`src/rtl/rs_branch_sched.sv`:
```
// rs_branch_sched: reservation station and issue scheduler for the branch FU.
// Holds BNE/JALR micro-ops until both physical sources are ready, issues the
// oldest ready one (age relative to rob_head) and squashes younger entries
// on a mispredict.
module rs_branch_sched #(
  parameter int DEPTH  = 4,
  parameter int ROB_W  = 5,
  parameter int PREG_W = 7
) (
  input  logic                      clk,
  input  logic                      reset,
  input  logic                      disp_valid,
  output logic                      disp_ready,
  input  logic [6:0]                disp_opcode,
  input  logic [2:0]                disp_func3,
  input  logic [31:0]               disp_pc,
  input  logic [31:0]               disp_imm,
  input  logic [PREG_W-1:0]         disp_pd,
  input  logic [PREG_W-1:0]         disp_ps1,
  input  logic [PREG_W-1:0]         disp_ps2,
  input  logic                      disp_ps1_rdy,
  input  logic                      disp_ps2_rdy,
  input  logic [ROB_W-1:0]          disp_rob,
  input  logic                      wb_valid,
  input  logic [PREG_W-1:0]         wb_tag,
  input  logic [ROB_W-1:0]          rob_head,
  input  logic                      fu_ready,
  input  logic                      mispredict,
  input  logic [ROB_W-1:0]          mispredict_tag,
  output logic                      issued,
  output logic [6:0]                iss_opcode,
  output logic [2:0]                iss_func3,
  output logic [31:0]               iss_pc,
  output logic [31:0]               iss_imm,
  output logic [PREG_W-1:0]         iss_pd,
  output logic [PREG_W-1:0]         iss_ps1,
  output logic [PREG_W-1:0]         iss_ps2,
  output logic [ROB_W-1:0]          iss_rob,
  output logic [$clog2(DEPTH):0]    count
);

  localparam int IW = $clog2(DEPTH);
  localparam int CW = IW + 1;
  localparam logic [CW-1:0] DEPTH_C = CW'(DEPTH);

  typedef struct packed {
    logic [6:0]        opcode;
    logic [2:0]        func3;
    logic [31:0]       pc;
    logic [31:0]       imm;
    logic [PREG_W-1:0] pd;
    logic [PREG_W-1:0] ps1;
    logic [PREG_W-1:0] ps2;
    logic [ROB_W-1:0]  rob;
  } entry_t;

  // Entry storage
  entry_t            ent_reg [DEPTH];
  logic [DEPTH-1:0]  valid_reg;
  logic [DEPTH-1:0]  ps1_rdy_reg;
  logic [DEPTH-1:0]  ps2_rdy_reg;
  logic [CW-1:0]     count_reg;

  // Per-entry derived signals
  logic [ROB_W-1:0]  age [DEPTH];
  logic [DEPTH-1:0]  rdy_vec;
  logic [DEPTH-1:0]  wb_hit1;
  logic [DEPTH-1:0]  wb_hit2;
  logic [DEPTH-1:0]  squash_vec;
  logic [ROB_W-1:0]  mp_age;

  // Control
  logic              dispatch_fire;
  logic              disp_ps1_rdy_eff;
  logic              disp_ps2_rdy_eff;
  logic [IW-1:0]     free_idx;
  logic [IW-1:0]     sel_idx;
  logic              cand_found;
  logic [ROB_W-1:0]  best_age;
  logic [CW-1:0]     squash_cnt;
  logic [CW-1:0]     count_next;

  assign mp_age = mispredict_tag - rob_head;

  genvar gi;
  generate
    for (gi = 0; gi < DEPTH; gi++) begin : g_entry
      // Age is modulo distance from the ROB head, so wrap-around orders correctly.
      assign age[gi]        = ent_reg[gi].rob - rob_head;
      assign rdy_vec[gi]    = valid_reg[gi] & ps1_rdy_reg[gi] & ps2_rdy_reg[gi];
      assign wb_hit1[gi]    = wb_valid && (ent_reg[gi].ps1 == wb_tag);
      assign wb_hit2[gi]    = wb_valid && (ent_reg[gi].ps2 == wb_tag);
      assign squash_vec[gi] = mispredict && valid_reg[gi] && (age[gi] > mp_age);
    end
  endgenerate

  // A slot freed by this cycle's issue is deliberately not offered until next cycle.
  assign disp_ready    = (count_reg < DEPTH_C) && !mispredict;
  assign dispatch_fire = disp_valid && disp_ready;
  assign count         = count_reg;

  // A source broadcast on the CDB in the dispatch cycle must not be missed.
  assign disp_ps1_rdy_eff = disp_ps1_rdy || (wb_valid && (wb_tag == disp_ps1));
  assign disp_ps2_rdy_eff = disp_ps2_rdy || (wb_valid && (wb_tag == disp_ps2));

  // Lowest-index free slot for dispatch.
  always_comb begin
    free_idx = '0;
    for (int i = DEPTH - 1; i >= 0; i--) begin
      if (!valid_reg[i]) free_idx = IW'(i);
    end
  end

  // Oldest ready entry; wakeups are registered so this sees last cycle's readiness.
  always_comb begin
    cand_found = 1'b0;
    sel_idx    = '0;
    best_age   = '0;
    for (int i = 0; i < DEPTH; i++) begin
      if (rdy_vec[i] && (!cand_found || (age[i] < best_age))) begin
        cand_found = 1'b1;
        sel_idx    = IW'(i);
        best_age   = age[i];
      end
    end
  end

  assign issued = fu_ready && !mispredict && cand_found;

  // Issue fields are zeroed whenever nothing is issued.
  always_comb begin
    iss_opcode = '0;
    iss_func3  = '0;
    iss_pc     = '0;
    iss_imm    = '0;
    iss_pd     = '0;
    iss_ps1    = '0;
    iss_ps2    = '0;
    iss_rob    = '0;
    if (issued) begin
      iss_opcode = ent_reg[sel_idx].opcode;
      iss_func3  = ent_reg[sel_idx].func3;
      iss_pc     = ent_reg[sel_idx].pc;
      iss_imm    = ent_reg[sel_idx].imm;
      iss_pd     = ent_reg[sel_idx].pd;
      iss_ps1    = ent_reg[sel_idx].ps1;
      iss_ps2    = ent_reg[sel_idx].ps2;
      iss_rob    = ent_reg[sel_idx].rob;
    end
  end

  // Occupancy bookkeeping; dispatch and issue never coincide with a squash.
  always_comb begin
    squash_cnt = '0;
    for (int i = 0; i < DEPTH; i++) begin
      squash_cnt = squash_cnt + CW'(squash_vec[i]);
    end
    count_next = count_reg + CW'(dispatch_fire) - CW'(issued) - squash_cnt;
  end

  // Entry state update: dispatch write, wakeup, issue invalidate, squash.
  always_ff @(posedge clk) begin
    if (reset) begin
      valid_reg   <= '0;
      ps1_rdy_reg <= '0;
      ps2_rdy_reg <= '0;
      count_reg   <= '0;
      for (int i = 0; i < DEPTH; i++) begin
        ent_reg[i] <= '0;
      end
    end else begin
      count_reg <= count_next;
      for (int i = 0; i < DEPTH; i++) begin
        if (dispatch_fire && (free_idx == IW'(i))) begin
          valid_reg[i]      <= 1'b1;
          ps1_rdy_reg[i]    <= disp_ps1_rdy_eff;
          ps2_rdy_reg[i]    <= disp_ps2_rdy_eff;
          ent_reg[i].opcode <= disp_opcode;
          ent_reg[i].func3  <= disp_func3;
          ent_reg[i].pc     <= disp_pc;
          ent_reg[i].imm    <= disp_imm;
          ent_reg[i].pd     <= disp_pd;
          ent_reg[i].ps1    <= disp_ps1;
          ent_reg[i].ps2    <= disp_ps2;
          ent_reg[i].rob    <= disp_rob;
        end else if (valid_reg[i]) begin
          if ((issued && (sel_idx == IW'(i))) || squash_vec[i]) begin
            valid_reg[i] <= 1'b0;
          end
          if (wb_hit1[i]) ps1_rdy_reg[i] <= 1'b1;
          if (wb_hit2[i]) ps2_rdy_reg[i] <= 1'b1;
        end
      end
    end
  end

endmodule

```
`config.mk`:
```
export PLATFORM = sky130hd
export DESIGN_NAME = rs_branch_sched
export DESIGN_NICKNAME = d
export VERILOG_FILES = /design/src/rtl/rs_branch_sched.sv
export SDC_FILE = /design/constraint.sdc
export NUM_CORES = 1
export LEC_CHECK = 0
export CORE_MARGIN = 3
export CORE_UTILIZATION = 55
export DETAILED_ROUTE_END_ITERATION = 6
export MAX_ROUTING_LAYER = met4
export PLACE_DENSITY = 0.9
export SYNTH_ARGS = -nofsm -noshare
export SYNTH_HDL_FRONTEND = slang
export SYNTH_SLANG_ARGS = --single-unit
```
`constraint.sdc`:
```
create_clock -name clk -period 13.75 [get_ports clk]
set_clock_uncertainty 0.1 [all_clocks]
set_input_delay 2.75 -clock clk [delete_from_list [all_inputs] [get_ports clk]]
set_output_delay 2.75 -clock clk [all_outputs]
set_load 0.01 [all_outputs]
```
==> results.md <==
* Outcome: finished, final reports clean
* DR WL/cell at ~23 µm
* Total core area at 38000 µm²
* IO buf count at approximately 230
* Gr usage total at 0.303
* Finished Layout Cells at between 2k and 3k
* CTS Sinks at roughly 420
* Hold Vio Cnt, Final at 0
* CTS root buffer: clkbuf_16
* Worst path max stage delay at 0.62 ns
* Vias in the first global route at 17.1k
* WL final at between 60000 and 70000 µm
* Register area share after synthesis at 0.575
* HP Class: reg -> reg
* Die ar. at between 40000 and 50000 µm²
* Clock transition at path regs at roughly 0.06 ns
* Largest net degree at the start of global routing at ~110
* Worst path slowest cell: clkdlybuf4s50_1
* Leak Pwr at ~10 nW
* CP Class: in -> out
* Yosys cell types at 49
* Unrepaired setup endpoints after global routing: false
* Setup WS pre-CTS at 0.463 ns
* Worst skew pair latency at 0.58 ns
* Nets at 2287
* Initial DRC Count at about 1.8k
* Post-DRT Antenna Nets at 0
* Placed instance count at approximately 2.6k
* Mean post-synth cell area at roughly 11 µm²
* Routability cong. at ~0.94
* Die X at 203 µm
* FF-to-FF setup slack at 6.94 ns
* Pre-antenna DRT Iters at 7
* Top layer in use: met4
* Via count at about 17k
* Max FFs per register at 400
* Gr ovfl total at 0
* First-pass GRT wire length at ~96000 µm
* Post-synthesis async set-or-reset flop share at 0
* Share of the synthesized area in the top cell type at 0.561
* Flops & latches, synth at just over 400
* # DRC at 0
* Num rows at between 70 and 80
* Max-cap check violation count at 0
* Clock buffer depth at 3
* Synth Warn # at 0
* Mapped Area at between 20000 and 25000 µm²
* Cell count after synthesis at roughly 2k
* DP HPWL at roughly 37000 µm
* IO Pins at 230
* Primary FF master, synth: edfxtp_1
* VDD IR max at 114 µV
* Met2 wire length at ~30000 µm
* Fin area at about 25000 µm²
* Delay-heaviest family, CP: compound AO/OA/AOI/OAI gates
* Startpoint types: primary input
* Layout cells sized above 1 at 0.0498
* Period utilisation layout at 0.962
* Routed met1 length at 24000 µm
* Die height at 203 µm
* TritonCTS clock tree: built
* Fin worst setup slack at ~0.52 ns
* Placed instance area at between 20000 and 25000 µm²
* Pwr Density at ~110 nW/µm²
* Pins Over Slew Limit at 0
* Initial antenna violation count at 4
* Routed wl met3 at ~5500 µm
* Leading area contributor after synthesis: edfxtp_1
* CTS H-tree lvls at 2
* Critical Path End Type: output pin
* Post-synth EDFFs at 400
* Slew @ Worst Pin at ~1.3 ns
* Worst Path Buf+Inv at 5
* Vias per inst at ~6.3
* Crit path DAT at a little over 10 ns
* Final setup violation count at 0
* Num CTS Buffers at 43
* Area growth syn-to-layout at 18.1%
* Top area cells in the synthesized netlist: edfxtp_1 (56%), and3_1 (8.9%), nand2_1 (5.7%)
* Initial Util at 0.563
* Setup tns final at 0 ns
* Post-Syn Nets at 2147
* Worst Path Required at 10.90 ns
* Min cycle time layout at around 13 ns
* Max transition margin at 0.141
* Maximum clock frequency at about 76 MHz
* Crit-path max FO at 54
[metal layers]
layer	global-route usage	vias to the layer above
li1	-	7405
met1	0.395	8174
met2	0.491	1000
met3	0.0402	154
met4	0.113	0
met5	-	-
[cells in the final DEF, fill, tap and decap left out, drive strengths merged, types with 4 or more instances in the layout]
cell,count
dfxtp,15
and2,104
a21o,15
clkinv,17
nor2b,6
edfxtp,400
o211ai,103
buf,33
nand2,326
o21ai,11
inv,29
a311oi,4
xnor2,26
nand3,105
nor2,14
ha,56
fa,8
clkdlybuf4s50,229
and3,306
o21a,8
o22ai,5
nor4,17
a211oi,9
nand2b,5
a21oi,123
xor2,67
diode,4
clkbuf,55
[worst min-delay path, delay by kind of cell (launching register included)]
family,cells,cell delay (ns)
flops,1,0.35
compound gates,2,0.18
[final timing paths]
check,startpoint,end,depth (start not counted)
setup reg to reg,ent_reg[0][0]$_SDFFCE_PN0P_,valid_reg[1]$_SDFF_PP0_,28
hold reg to reg,ps1_rdy_reg[3]$_SDFFE_PP0P_,ps1_rdy_reg[3]$_SDFFE_PP0P_,2
setup / recovery,rob_head[0],iss_imm[11],30
hold / removal,ps1_rdy_reg[3]$_SDFFE_PP0P_,ps1_rdy_reg[3]$_SDFFE_PP0P_,2
[where the power goes]
part           switching, mW  internal (mW)  total (mW)
Sequential            0.0286           1.46        1.49
Clock                  0.486          0.598        1.08
Combinational          0.201          0.133       0.334
Total                  0.715           2.19        2.91
[synthesized netlist by cell type (17+ instances only)]
| library cell | instances |
|---|---|
| and2_1 | 103 |
| and3_1 | 305 |
| nand3_1 | 105 |
| ha_1 | 56 |
| a21oi_1 | 123 |
| buf_2 | 18 |
| o211ai_1 | 103 |
| xnor2_1 | 26 |
| inv_1 | 29 |
| edfxtp_1 | 400 |
| xor2_1 | 67 |
| nor4_1 | 17 |
| nand2_1 | 326 |
| clkbuf_1 | 132 |
[cell families (layout without fill, tap and decap cells)]
logic type / after synthesis / after routing / synth area share
other: 0 / 4 / 0
muxes: 2 / 2 / 0.000994
adders and majority gates: 64 / 64 / 0.0402
and+or+nand+nor: 891 / 892 / 0.215
AOI/OAI and AO/OA: 296 / 296 / 0.0892
buffers and inverters: 197 / 366 / 0.0409
xor gates and xnor gates: 93 / 93 / 0.0381
DFF: 415 / 415 / 0.575
[repair_timing]
item / in CTS / in global routing
endpoints found under the setup margin: 0 / 68
buffers inserted: 0 / 2
resized for setup: 0 / 2
hold buffers: 0 / 0
[through the flow]
| step | hold slack, ns | power (mW) | utilization |
|---|---|---|---|
| 5_1_grt | 0.473 | 3.00 | 0.665 |
| 2_1_floorplan | 0.381 | 1.71 | - |
| 3_3_place_gp | 0.408 | 1.83 | 0.630 |
| 6_report | 0.476 | 2.91 | 0.665 |
| 4_1_cts | 0.462 | 2.91 | 0.664 |
| 3_5_place_dp | 0.425 | 1.84 | 0.630 |
[final cells by class]
class	instances	area [µm²]
Clock buffer	55	1160
Tap cell	511	639
Clock inverter	20	109
Timing Repair Buffer	262	2590
Multi-Input combinational cell	1347	8340
Sequential cell	415	12300
Inverter	29	110
Fill cell	2767	12700
Antenna cell	4	10.0
No activity file was read; power rests on OpenSTA's default activity.
